===== config.mk =====
export PLATFORM = sky130hd
export DESIGN_NAME = alu_issue_ctrl
export DESIGN_NICKNAME = d
export VERILOG_FILES = /design/src/rtl/alu_pkg.sv /design/src/rtl/alu_op_decode.sv /design/src/rtl/alu_issue_ctrl.sv
export SDC_FILE = /design/constraint.sdc
export NUM_CORES = 1
export LEC_CHECK = 0
export ABC_AREA = 1
export BUFFER_PORTS_ARGS = -buffer_cell sky130_fd_sc_hd__buf_2
export CORE_ASPECT_RATIO = 1.75
export CORE_UTILIZATION = 40
export CTS_CLUSTER_DIAMETER = 80
export DETAILED_ROUTE_END_ITERATION = 10
export GPL_TIMING_DRIVEN = 0
export MAX_ROUTING_LAYER = met4
export PLACE_DENSITY = 0.74
export SYNTH_ARGS = -nofsm -noshare
export SYNTH_HDL_FRONTEND = slang
export SYNTH_SLANG_ARGS = --single-unit

===== constraint.sdc =====
create_clock -name clk -period 1.02 [get_ports clk]
set_input_delay 0.051 -clock clk [delete_from_list [all_inputs] [get_ports clk]]
set_output_delay 0.051 -clock clk [all_outputs]
set_load 0.05 [all_outputs]

===== src/rtl/alu_pkg.sv =====
// Shared ALU op codes, MIPS opcode/funct values and issue-FSM states for the
// ALU issue controller and the instruction decoder.
package alu_pkg;

  localparam logic [2:0] OP_ADD = 3'b000;
  localparam logic [2:0] OP_SUB = 3'b001;
  localparam logic [2:0] OP_AND = 3'b100;
  localparam logic [2:0] OP_OR  = 3'b101;
  localparam logic [2:0] OP_XOR = 3'b110;
  localparam logic [2:0] OP_MUL = 3'b111;

  localparam logic [5:0] OPC_RTYPE = 6'b000000;
  localparam logic [5:0] OPC_ADDI  = 6'b001000;
  localparam logic [5:0] OPC_LW    = 6'b100011;
  localparam logic [5:0] OPC_SW    = 6'b101011;
  localparam logic [5:0] OPC_BEQ   = 6'b000100;
  localparam logic [5:0] OPC_ANDI  = 6'b001100;
  localparam logic [5:0] OPC_ORI   = 6'b001101;

  localparam logic [5:0] FN_ADD  = 6'b100000;
  localparam logic [5:0] FN_SUB  = 6'b100010;
  localparam logic [5:0] FN_AND  = 6'b100100;
  localparam logic [5:0] FN_OR   = 6'b100101;
  localparam logic [5:0] FN_XOR  = 6'b100110;
  localparam logic [5:0] FN_MULT = 6'b011000;
  localparam logic [5:0] FN_SLT  = 6'b101010;

  typedef enum logic [1:0] {
    ST_IDLE = 2'd0,
    ST_EXEC = 2'd1,
    ST_RESP = 2'd2
  } state_t;

endpackage


===== src/rtl/alu_op_decode.sv =====
// Combinational MIPS opcode/funct to ALU op decoder; also flags slt and
// encodings that map to no legal ALU operation.
module alu_op_decode
  import alu_pkg::*;
(
  input  logic [5:0] opcode,
  input  logic [5:0] funct,
  output logic [2:0] alu_op,
  output logic       is_slt,
  output logic       illegal
);

  always_comb begin
    alu_op  = OP_ADD;
    is_slt  = 1'b0;
    illegal = 1'b0;
    if (opcode == OPC_RTYPE) begin
      case (funct)
        FN_ADD:  alu_op = OP_ADD;
        FN_SUB:  alu_op = OP_SUB;
        FN_AND:  alu_op = OP_AND;
        FN_OR:   alu_op = OP_OR;
        FN_XOR:  alu_op = OP_XOR;
        FN_MULT: alu_op = OP_MUL;
        // slt is a subtract whose sign bit becomes the result
        FN_SLT: begin
          alu_op = OP_SUB;
          is_slt = 1'b1;
        end
        default: illegal = 1'b1;
      endcase
    end else begin
      case (opcode)
        OPC_ADDI, OPC_LW, OPC_SW: alu_op = OP_ADD;
        OPC_BEQ:                  alu_op = OP_SUB;
        OPC_ANDI:                 alu_op = OP_AND;
        OPC_ORI:                  alu_op = OP_OR;
        default:                  illegal = 1'b1;
      endcase
    end
  end

endmodule


===== src/rtl/alu_issue_ctrl.sv =====
// Issue controller for the shared combinational ALU: decode, drive, capture, respond.
// Optional macro ALU_MULT_STALL_EN holds EXEC for MULT_CYCLES extra cycles on multiply.
module alu_issue_ctrl
  import alu_pkg::*;
#(
  parameter int n           = 31,
  parameter int MULT_CYCLES = 3
) (
  input  logic         clk,
  input  logic         rst,
  input  logic         req_valid,
  output logic         req_ready,
  input  logic [5:0]   opcode,
  input  logic [5:0]   funct,
  input  logic [n:0]   a,
  input  logic [n:0]   b,
  output logic [n:0]   alu_in0,
  output logic [n:0]   alu_in1,
  output logic [2:0]   alu_op,
  input  logic [n:0]   alu_out,
  output logic         resp_valid,
  input  logic         resp_ready,
  output logic [n:0]   result,
  output logic         zero,
  output logic         illegal
);

  state_t       state_q, state_d;
  logic [n:0]   in0_q, in0_d, in1_q, in1_d;
  logic [n:0]   result_q, result_d;
  logic [2:0]   op_q, op_d;
  logic         slt_q, slt_d, ill_q, ill_d, zero_q, zero_d;
  logic [2:0]   dec_op;
  logic         dec_slt, dec_ill;
  logic         capture;

`ifdef ALU_MULT_STALL_EN
  localparam logic [3:0] MULT_LOAD = 4'(MULT_CYCLES);
  logic [3:0] cnt_q, cnt_d;
`else
  // Stall depth only matters when the multiply stall is built in.
  logic unused_mult_cfg;
  assign unused_mult_cfg = ^4'(MULT_CYCLES);
`endif

  function automatic logic [n:0] capture_value(input logic [n:0] alu_res,
                                               input logic       is_slt,
                                               input logic       is_ill);
    if (is_ill) return '0;
    if (is_slt) return {{n{1'b0}}, alu_res[n]};
    return alu_res;
  endfunction

  alu_op_decode u_decode (
    .opcode  (opcode),
    .funct   (funct),
    .alu_op  (dec_op),
    .is_slt  (dec_slt),
    .illegal (dec_ill)
  );

  always_comb begin
    state_d  = state_q;
    in0_d    = in0_q;
    in1_d    = in1_q;
    op_d     = op_q;
    slt_d    = slt_q;
    ill_d    = ill_q;
    result_d = result_q;
    zero_d   = zero_q;
    capture  = 1'b0;
`ifdef ALU_MULT_STALL_EN
    cnt_d    = cnt_q;
`endif
    case (state_q)
      ST_IDLE: begin
        if (req_valid) begin
          in0_d   = a;
          in1_d   = b;
          op_d    = dec_op;
          slt_d   = dec_slt;
          ill_d   = dec_ill;
          state_d = ST_EXEC;
`ifdef ALU_MULT_STALL_EN
          cnt_d   = (dec_op == OP_MUL) ? MULT_LOAD : 4'd0;
`endif
        end
      end
      ST_EXEC: begin
`ifdef ALU_MULT_STALL_EN
        if (cnt_q != 4'd0) cnt_d = cnt_q - 4'd1;
        else capture = 1'b1;
`else
        capture = 1'b1;
`endif
      end
      ST_RESP: begin
        if (resp_ready) state_d = ST_IDLE;
      end
      default: state_d = ST_IDLE;
    endcase
    // ALU output has settled over the whole EXEC cycle; latch it here
    if (capture) begin
      result_d = capture_value(alu_out, slt_q, ill_q);
      zero_d   = (result_d == '0);
      state_d  = ST_RESP;
    end
  end

  always_ff @(posedge clk) begin
    if (!rst) begin
      state_q  <= ST_IDLE;
      in0_q    <= '0;
      in1_q    <= '0;
      op_q     <= OP_ADD;
      slt_q    <= 1'b0;
      ill_q    <= 1'b0;
      result_q <= '0;
      zero_q   <= 1'b0;
`ifdef ALU_MULT_STALL_EN
      cnt_q    <= 4'd0;
`endif
    end else begin
      state_q  <= state_d;
      in0_q    <= in0_d;
      in1_q    <= in1_d;
      op_q     <= op_d;
      slt_q    <= slt_d;
      ill_q    <= ill_d;
      result_q <= result_d;
      zero_q   <= zero_d;
`ifdef ALU_MULT_STALL_EN
      cnt_q    <= cnt_d;
`endif
    end
  end

  assign req_ready  = (state_q == ST_IDLE);
  assign resp_valid = (state_q == ST_RESP);
  assign alu_in0    = in0_q;
  assign alu_in1    = in1_q;
  assign alu_op     = op_q;
  assign result     = result_q;
  assign zero       = zero_q;
  assign illegal    = ill_q;

endmodule


==> results of run 1 <==
[per-layer routing]
| metal | wire length (µm) | global-route usage | part of all wire | up-vias |
|---|---|---|---|---|
| met1 | 5720 | 0.276 | 0.34 | 2428 |
| met5 | 0 | - | 0 | - |
| met4 | 915 | 0.154 | 0.054 | 0 |
| met2 | 9280 | 0.543 | 0.54 | 306 |
| met3 | 1130 | 0.0524 | 0.066 | 82 |
| li1 | - | - | - | 2423 |
[cells in the mapped netlist (2+ instances only)]
library cell,number
o21ai_0,107
inv_2,2
nand2_1,23
a21oi_1,39
clkbuf_1,15
nand3_1,12
nor2_1,176
o21ai_1,6
dfxtp_1,104
inv_1,11
o21ai_2,2
nor2_2,2
nand4_1,5
buf_4,7
buf_2,11
[final cells by class]
cell class / instances / area [µm²]
timing repair buffer: 329 / 2540
fill: 606 / 2220
sequential: 104 / 2090
multi-input combinational: 377 / 1900
buffer: 34 / 314
clock buffer: 10 / 250
tap: 122 / 153
inverter: 13 / 63.8
clock inverter: 6 / 47.5
[timing repair]
item                                    4_1_cts  5_1_grt
pin swaps                                    25       26
buffers inserted                              9        6
cloned                                        3        4
endpoints found under the setup margin      108      186
hold endpoints to repair                     94        1
resized for setup                            76      188
hold buffers                                 94        1
[cell families after synthesis]
kind of cell,synth area share
simple gates,0.223
compound gates,0.197
flops,0.522
buf+inv,0.0571
[registers in the layout, indices dropped and copies added (netlist names)]
register  cells
alu_in0      32
alu_op        3
result       32
state_q       2
slt_q         1
illegal       1
alu_in1      32
zero          1
[worst paths after layout]
path	startpoint	to	slack [ns]
worst min-delay path	alu_out[31]	result[31]	0.04
worst max register to register	slt_q	zero	-0.33
worst max-delay path	slt_q	zero	-0.33
worst min register to register	alu_in0[8]	alu_in0[8]	0.48
[worst reg2reg max path, stage by stage (launching register included)]
cell and delay [ns]:
dfxtp_4 0.36, nor2_4 0.26, o21ai_0 0.24, nand2_1 0.11, nor2_1 0.05, nand2_1 0.06
nor2_1 0.04, nand2_1 0.07, a21oi_2 0.05
[report_power, final]
| part | leakage [nW] | switching [mW] | internal, mW | total, mW |
|---|---|---|---|---|
| logic | 2.37 | 2.37 | 1.39 | 3.76 |
| registers | 0.861 | 0.209 | 4.40 | 4.61 |
| clock network | 0.151 | 1.65 | 1.84 | 3.49 |
==> results.py, run 1 <==
metrics = {
    "sta": {
        "final_max_slew_viol_count": 0,
        "finalClockSkew_ns": 0.00788,
        "hold_viol_final": 0,
        "setup_ws_ns": -0.327,
        "fmax_mhz": 742,
        "maxSlewHeadroom": 0.694,
        "final.min_clock_period_ns": 1.35,
        "fin_crit_sh": 1.32,
        "worstMarginPinSlew_ns": 0.460,
        "hold_slack_ns": 0.0392,
        "tns_ns": -18.14,
        "setup_viol": 108,
        "rsz0062_at_grt": "true",
    },
    "worst_setup_path": {
        "required_ns": 1.26,
        "r2r_cells": 8,
        "slowest_delay_ns": 0.36,
        "cp_num_buf_inv": 0,
        "critPathTopFamily": "simple AND/OR/NAND/NOR gates",
        "crit_path_max_fanout": 7,
        "cp.arrival_ns": 1.58,
        "crit_chain": "nor2_4, o21ai_0, nand2_1, nor2_1, nand2_1, nor2_1, nand2_1, a21oi_2",
        "crit_top_cell": "nand2_1",
        "worst-setup-path-type": "reg2reg",
        "crit_path_end_kind": "flip-flop",
        "worst-path-stages": 8,
        "cp_slowest_cell": "dfxtp_4",
        "startpoint_type": "flip-flop",
    },
    "place": {
        "port_buffers": 213,
        "placedCellCount": 864,
        "place_area_mm2": 0.00526,
        "hpwl_mm": 9.25,
        "gp_congestion": 0.870,
        "place_ws_ns": -0.304,
    },
    "cts": {
        "path_clk_slew_ns": 0.07,
        "cts_buffers": 9,
        "htree_levels": 3,
        "cts_tree": "yes",
        "clk-insertion-delay-late_ns": 0.35,
        "root_buffer": "clkbuf_16",
        "cts_max_path_buffers": 2,
        "cts.sinks": 104,
    },
    "pwr": {
        "power.leakage_nw": 3.38,
        "worst_ir_drop_vdd_mv": 1.10,
        "p_per_area_mw_per_mm2": 1610,
        "total_power_mw": 11.9,
    },
    "logic_synthesis": {
        "yosysSeqAreaShare": 0.522,
        "syn_avg_cell_area_um2": 7.54,
        "synth_largest_area_cell": "dfxtp_1",
        "syn_area_mm2": 0.00399,
        "yosys_warnings": 0,
        "syn-num-nets": 641,
        "ys.flop_type": "dfxtp_1",
        "synthTopCellsByArea": "dfxtp_1, nor2_1, o21ai_0",
        "ys_types": 22,
        "yosys.area.top_type_share": 0.522,
        "synthArstFlopShare": 0,
        "ys_ff_latch": 104,
        "synth_edf_count": 0,
        "syn_inst": 529,
    },
    "final_layout": {
        "layout_common_cells": "nor2_1, buf_2, dfxtp_1",
        "areaGrowthSynthToFinish_pct": 84.8,
        "antenna_cells": 0,
        "num-nets-final": 980,
        "final_layout_size_suffix_gt1_frac": 0.395,
        "stdcell_area_mm2": 0.00737,
        "final_common_cell": "nor2_1",
        "final_core_util": 0.769,
        "stdcell_count": 995,
    },
    "routing": {
        "viasPerCell": 5.27,
        "ant_nets": 0,
        "vias": 5239,
        "drtIter0Drc": 204,
        "drc": 0,
        "drtPass1Iterations": 4,
        "drt_wl_total_mm": 17.0,
        "wire_per_inst_um": 17.1,
    },
    "die": {
        "initial_core_util": 0.416,
        "core.rowCount": 47,
        "core_area_mm2": 0.00959,
        "die-area_mm2": 0.0104,
        "die_height_um": 134,
        "pin_count": 215,
        "die_x_um": 77.5,
    },
    "worst_hold_path": {
        "hold_path_class": "in2reg",
        "hold_path_depth": 3,
    },
    "global_route": {
        "grt_pass1_wl_mm": 23.2,
        "track_usage": 0.290,
        "antenna_found_initial": 0,
        "grt_pass1_vias": 5091,
        "grt_max_degree": 19,
        "grt-ovfl-total": 0,
    },
    "job": {
        "drv_cap": 0,
    },
    "run_status": {
        "violations": "setup timing",
        "status": "complete, but fails checks",
    },
}
(Power assumes the default switching activity.)
==> inputs of run 2 (changes only) <==
- ABC_AREA: 1 -> not set
- PLACE_DENSITY: 0.74 -> 0.73
==> results.py, run 2 <==
metrics = {
    "die": {
        "pin_count": 215,
        "die_height_um": 135,
        "core_area_mm2": 0.00985,
        "die_x_um": 78.2,
        "die-area_mm2": 0.0106,
        "initial_core_util": 0.413,
        "core.rowCount": 48,
    },
    "global_route": {
        "grt-ovfl-total": 0,
        "grt_max_degree": 19,
        "antenna_found_initial": 0,
        "grt_pass1_vias": 4734,
        "track_usage": 0.272,
        "grt_pass1_wl_mm": 22.0,
    },
    "logic_synthesis": {
        "syn_avg_cell_area_um2": 8.82,
        "ys_types": 37,
        "synth_edf_count": 0,
        "synth-simple-area-share": 0.238,
        "syn_inst": 461,
        "synthAdderAreaFrac": 0,
        "synth.area.mux_share": 0.00246,
        "syn_area_mm2": 0.00407,
        "synthArstFlopShare": 0,
        "syn-num-nets": 573,
        "yosys_warnings": 0,
        "yosysSeqAreaShare": 0.512,
        "synth_xor_area_frac": 0,
        "synth_compound_area_frac": 0.210,
        "synth_common_cells": "nand2_1, dfxtp_1, a21boi_0",
        "yosys.area.top_type_share": 0.512,
        "synth_top_family_by_area": "simple AND/OR/NAND/NOR gates",
        "ys.flop_type": "dfxtp_1",
        "synth_most_common_cell": "nand2_1",
        "synthTopCellsByArea": "dfxtp_1, nand2_1, a21boi_0",
        "ys_ff_latch": 104,
        "synth_largest_area_cell": "dfxtp_1",
    },
    "sta": {
        "rsz0062_at_grt": "true",
        "final_max_slew_viol_count": 0,
        "setup_viol": 106,
        "fin_crit_sh": 1.40,
        "final.min_clock_period_ns": 1.43,
        "worstMarginPinSlew_ns": 0.497,
        "setup_ws_ns": -0.413,
        "fmax_mhz": 698,
        "hold_viol_final": 0,
        "maxSlewHeadroom": 0.669,
        "finalClockSkew_ns": 0.00837,
    },
    "place": {
        "gp_congestion": 0.813,
        "port_buffers": 214,
        "hpwl_mm": 9.23,
        "place_area_mm2": 0.00537,
        "placedCellCount": 800,
    },
    "routing": {
        "ant_nets": 0,
        "drc": 0,
        "vias": 4744,
        "drtIter0Drc": 98,
        "viasPerCell": 5.10,
        "wire_per_inst_um": 16.8,
        "drtPass1Iterations": 4,
        "drt_wl_total_mm": 15.6,
    },
    "pwr": {
        "worst_ir_drop_vdd_mv": 0.991,
        "power.leakage_nw": 3.27,
        "p_per_area_mw_per_mm2": 1430,
    },
    "run_status": {
        "status": "complete, but fails checks",
        "violations": "setup timing",
    },
    "worst_setup_path": {
        "cp.arrival_ns": 1.67,
        "crit_path_max_fanout": 8,
        "startpoint_type": "flip-flop",
        "crit_path_end_kind": "flip-flop",
        "worst-setup-path-type": "reg2reg",
        "required_ns": 1.26,
    },
    "cts": {
        "htree_levels": 3,
        "cts_tree": "yes",
        "clk-insertion-delay-late_ns": 0.34,
        "cts.sinks": 104,
        "cts_buffers": 9,
        "cts_max_path_buffers": 2,
        "path_clk_slew_ns": 0.08,
        "root_buffer": "clkbuf_16",
    },
    "final_layout": {
        "regArea_mm2": 0.00210,
        "stdcell_area_mm2": 0.00753,
        "areaGrowthSynthToFinish_pct": 85.3,
        "nFillCells": 603,
        "final_common_cell": "nand2_1",
        "num-nets-final": 911,
        "stdcell_count": 930,
        "layout_common_cells": "nand2_1, buf_2, dfxtp_1",
        "multi_input_area_mm2": 0.00212,
        "final_layout_size_suffix_gt1_frac": 0.417,
    },
    "job": {
        "drv_cap": 0,
    },
    "worst_hold_path": {
        "hold_path_class": "in2reg",
    },
}
run 2: changes by cell type after synthesis, moves of 6 or more:
cell | previous run | this run
a21oi_1 | 39 | 3
nor2_1 | 176 | 2
a22oi_1 | 0 | 33
nand3_1 | 12 | 3
nand2_1 | 23 | 137
a21boi_0 | 0 | 64
clkbuf_1 | 15 | 22
buf_4 | 7 | 0
o21ai_1 | 6 | 0
inv_1 | 11 | 2
nor4_1 | 0 | 7
o21ai_0 | 107 | 3
nor2b_1 | 0 | 36
run 2: timing repair:
item | in CTS | in global routing
gates resized for setup | 112 | 151
gates cloned | 4 | 3
pin swaps | 6 | 12
setup endpoints to repair | 118 | 166
hold buffers | 89 | 0
endpoints found under the hold margin | 89 | 0
buffers inserted | 18 | 7
run 2: logic make-up after synthesis:
kind of cell	Yosys count
AO/OA/AOI/OAI	115
multiplexers	1
AND/OR/NAND/NOR	206
flip-flops	104
buffers and inverters	35
run 2: area by class of cell:
cell class,count,area share
Clock inverter,5,0.00614
Timing Repair Buffer,333,0.346
Buffer,27,0.0329
Tap cell,125,0.0208
Sequential cell,104,0.278
Antenna cell,1,0.000332
Clock buffer,11,0.0335
Multi-Input combinational cell,322,0.281
Inverter,2,0.000996
run 2: final timing paths:
kind / start / to / slack (ns) / cells past startpoint
min reg2reg: alu_in1[21] / alu_in1[21] / 0.45 / 2
max: state_q[0] / alu_op[2] / -0.41 / 5
max reg2reg: state_q[0] / alu_op[2] / -0.41 / 5
min: alu_out[28] / result[28] / 0.02 / 3
run 2: per-stage QoR:
stage	power [mW]	setup slack, ns	TNS [ns]	hold slack [ns]	util
after floorplan	5.90	-0.363	-22.34	0.190	-
after global placement	6.53	-0.559	-43.25	0.299	0.546
after detailed placement	6.57	-0.626	-47.65	0.302	0.546
after CTS	10.5	-0.439	-34.92	0.00169	0.720
after global routing	11.2	-0.453	-36.57	0.0197	0.765
final	10.8	-0.413	-30.89	0.0229	0.765
run 2: power breakdown:
part	total (mW)	switching (mW)	internal, mW
Combinational	2.93	1.69	1.24
Clock	3.42	1.59	1.84
Sequential	4.44	0.156	4.28
Total	10.8	3.43	7.36
run 2: critical path, cell delays in order, from the launching register on:
cell and delay (ns):
dfxtp_4 0.36, or3b_4 0.49, buf_8 0.17, a21oi_2 0.09
o41ai_1 0.07, and3_1 0.16
run 2: per-layer routing:
metal	vias to the layer above	track usage	wire, µm
li1	2264	-	-
met1	2235	0.262	5690
met2	215	0.516	8700
met3	30	0.0586	862
met4	0	0.109	384
met5	-	-	0
==> inputs of run 3 (changes only) <==
--- a/config.mk
+++ b/config.mk
@@ -13,5 +13,6 @@
 export GPL_TIMING_DRIVEN = 0
 export MAX_ROUTING_LAYER = met4
-export PLACE_DENSITY = 0.73
+export PLACE_DENSITY = 0.75
+export SLEW_MARGIN = 15
 export SYNTH_ARGS = -nofsm -noshare
 export SYNTH_HDL_FRONTEND = slang
==> constraint.sdc (replaced) <==
create_clock -name clk -period 1.02 [get_ports clk]
set_input_delay 0.051 -clock clk [delete_from_list [all_inputs] [get_ports clk]]
set_output_delay 0.051 -clock clk [all_outputs]
set_load 0.01 [all_outputs]
==> results.py, run 3 (synthesized netlist as in run 2, its figures left out) <==
metrics = {
    "run_status": {
        "status": "complete, but fails checks",
        "violations": "setup timing",
    },
    "job": {
        "drv_cap": 0,
    },
    "sta": {
        "rsz0062_at_grt": "true",
        "maxSlewHeadroom": 0.707,
        "final.min_clock_period_ns": 1.54,
        "worstMarginPinSlew_ns": 0.439,
        "fin_crit_sh": 1.51,
        "fmax_mhz": 651,
        "finalClockSkew_ns": 0.00937,
        "final_max_slew_viol_count": 0,
        "setup_viol": 105,
        "hold_viol_final": 0,
        "hold_slack_ns": 0.00725,
        "setup_ws_ns": -0.516,
    },
    "global_route": {
        "grt_max_degree": 19,
        "grt_pass1_wl_mm": 22.1,
        "antenna_found_initial": 0,
        "grt_pass1_vias": 4827,
        "grt_util_met1": 0.259,
        "grt_util_met3": 0.0492,
        "track_usage": 0.277,
        "grt-ovfl-total": 0,
        "grtUsageMet2": 0.540,
        "busiest_layer": "met2",
    },
    "routing": {
        "wire_per_inst_um": 15.8,
        "viasPerCell": 5.09,
        "vias": 4737,
        "drtPass1Iterations": 5,
        "drt_wl_total_mm": 14.7,
        "drc": 0,
        "ant_nets": 0,
        "drtIter0Drc": 151,
    },
    "final_layout": {
        "nFillCells": 675,
        "regArea_mm2": 0.00209,
        "multi_input_area_mm2": 0.00202,
        "num-nets-final": 912,
        "final_layout_size_suffix_gt1_frac": 0.405,
        "antenna_cells": 0,
        "final_common_cell": "buf_2",
        "layout_common_cells": "buf_2, nand2_1, dfxtp_1",
        "areaGrowthSynthToFinish_pct": 76.6,
    },
    "pwr": {
        "p_clk_frac": 0.342,
        "seqPwrFrac": 0.446,
        "internal-power_mw": 7.26,
        "comb_power_share": 0.212,
        "p_sw_frac": 0.268,
        "p_sw_mw": 2.66,
        "power.leakage_nw": 3.27,
        "p_per_area_mw_per_mm2": 1380,
        "worst_ir_drop_vdd_mv": 1.08,
    },
    "worst_setup_path": {
        "cp.arrival_ns": 1.76,
        "crit_path_max_fanout": 7,
        "crit_path_end_kind": "flip-flop",
        "slowest_delay_ns": 0.39,
        "crit_end": "alu_op[2]",
        "required_ns": 1.25,
        "r2r_end": "alu_op[2]",
        "r2r_slack_ns": -0.52,
        "r2r_cells": 6,
        "cp_slowest_cell": "or3b_1",
        "startpoint": "state_q[0]",
        "crit_chain": "or3b_1, buf_6, buf_8, a21oi_4, o41ai_2, and3_1",
        "worst-setup-path-type": "reg2reg",
        "startpoint_type": "flip-flop",
        "r2r-start": "state_q[0]",
    },
    "cts": {
        "clk-insertion-delay-late_ns": 0.34,
        "cts_buffers": 9,
        "path_clk_slew_ns": 0.07,
        "cts.sinks": 104,
        "cts_tree": "yes",
        "cts_max_path_buffers": 2,
        "htree_levels": 3,
        "root_buffer": "clkbuf_16",
    },
    "place": {
        "port_buffers": 214,
        "place_ws_ns": -0.677,
        "gp_congestion": 0.878,
        "hpwl_mm": 9.20,
    },
    "die": {
        "core.rowCount": 48,
        "core_area_mm2": 0.00985,
        "pin_count": 215,
        "die_x_um": 78.2,
        "die-area_mm2": 0.0106,
        "initial_core_util": 0.413,
        "die_height_um": 135,
    },
    "worst_hold_path": {
        "hold_path_class": "in2reg",
        "hold_path_depth": 3,
        "holdCritStartpoint": "alu_out[27]",
    },
}
==> run 3: changes by cell type in the layout (fill, tap and decap cells not counted), moves of 7 or more <==
cell      delta
nand2_2     +10
nand2_1     -11
clkbuf_4    -53
a21boi_1    -14
a21boi_2     +7
clkbuf_8     +7
buf_4       -23
buf_2       +83
a22oi_2     -30
a22oi_1     +30
a21boi_0     +7
==> run 3: per-stage QoR <==
| step | TNS [ns] | cells | utilization | total power [mW] | cell area [µm²] |
|---|---|---|---|---|---|
| 6_report | -38.83 | 930 | 0.729 | 9.93 | 7180 |
| 5_1_grt | -44.45 | 930 | 0.729 | 10.3 | 7180 |
| 4_1_cts | -35.99 | 927 | 0.708 | 9.78 | 6970 |
| 3_5_place_dp | -46.93 | 800 | 0.546 | 5.88 | 5380 |
| 3_3_place_gp | -41.59 | 800 | 0.546 | 5.83 | 5380 |
| 2_1_floorplan | -20.36 | 461 | - | 5.21 | 4150 |
==> run 3: what timing repair did <==
item | in CTS | in global routing
endpoints found under the hold margin | 85 | 0
pin swaps | 4 | 10
gates cloned | 7 | 2
resized for setup | 56 | 81
buffers inserted | 20 | 2
endpoints found under the setup margin | 106 | 105
hold buffers | 85 | 0
==> run 3: power by group through the flow <==
stage | combinational (mW) | clock, mW | sequential [mW]
2_1_floorplan | 0.609 | 0 | 4.60
3_3_place_gp | 1.34 | 0 | 4.49
3_5_place_dp | 1.38 | 0 | 4.50
4_1_cts | 1.91 | 3.45 | 4.41
5_1_grt | 2.27 | 3.60 | 4.44
6_report | 2.11 | 3.39 | 4.42
==> run 3: worst min path at each step <==
stage	end	slack, ns
2_1_floorplan	alu_in1[21]	0.19
4_1_cts	result[27]	0.003
3_5_place_dp	alu_in1[24]	0.30
5_1_grt	result[27]	0.01
3_3_place_gp	alu_in1[24]	0.30
6_report	result[27]	0.007
==> run 3: layer usage <==
| layer | vias up | part of all wire | routed length, µm |
|---|---|---|---|
| li1 | 2259 | - | - |
| met4 | 0 | 0.025 | 364 |
| met3 | 41 | 0.061 | 896 |
| met2 | 239 | 0.56 | 8180 |
| met1 | 2198 | 0.36 | 5250 |
| met5 | - | 0 | 0 |
==> run 3: critical path: cells and delay by family, from the launching register on <==
| family | cells | cell delay, ns |
|---|---|---|
| simple gates | 2 | 0.56 |
| flops | 1 | 0.36 |
| buf+inv | 2 | 0.28 |
| compound gates | 2 | 0.21 |
==> run 3: final cells by class <==
cell class              instances  share of cell area
multi-input cells             322               0.281
repair buffers                329               0.317
plain buffers                  32              0.0455
flip-flops and latches        104               0.292
well taps                     125              0.0218
clock inverters                 5             0.00645
inverters                       2             0.00105
clock buffers                  11              0.0352
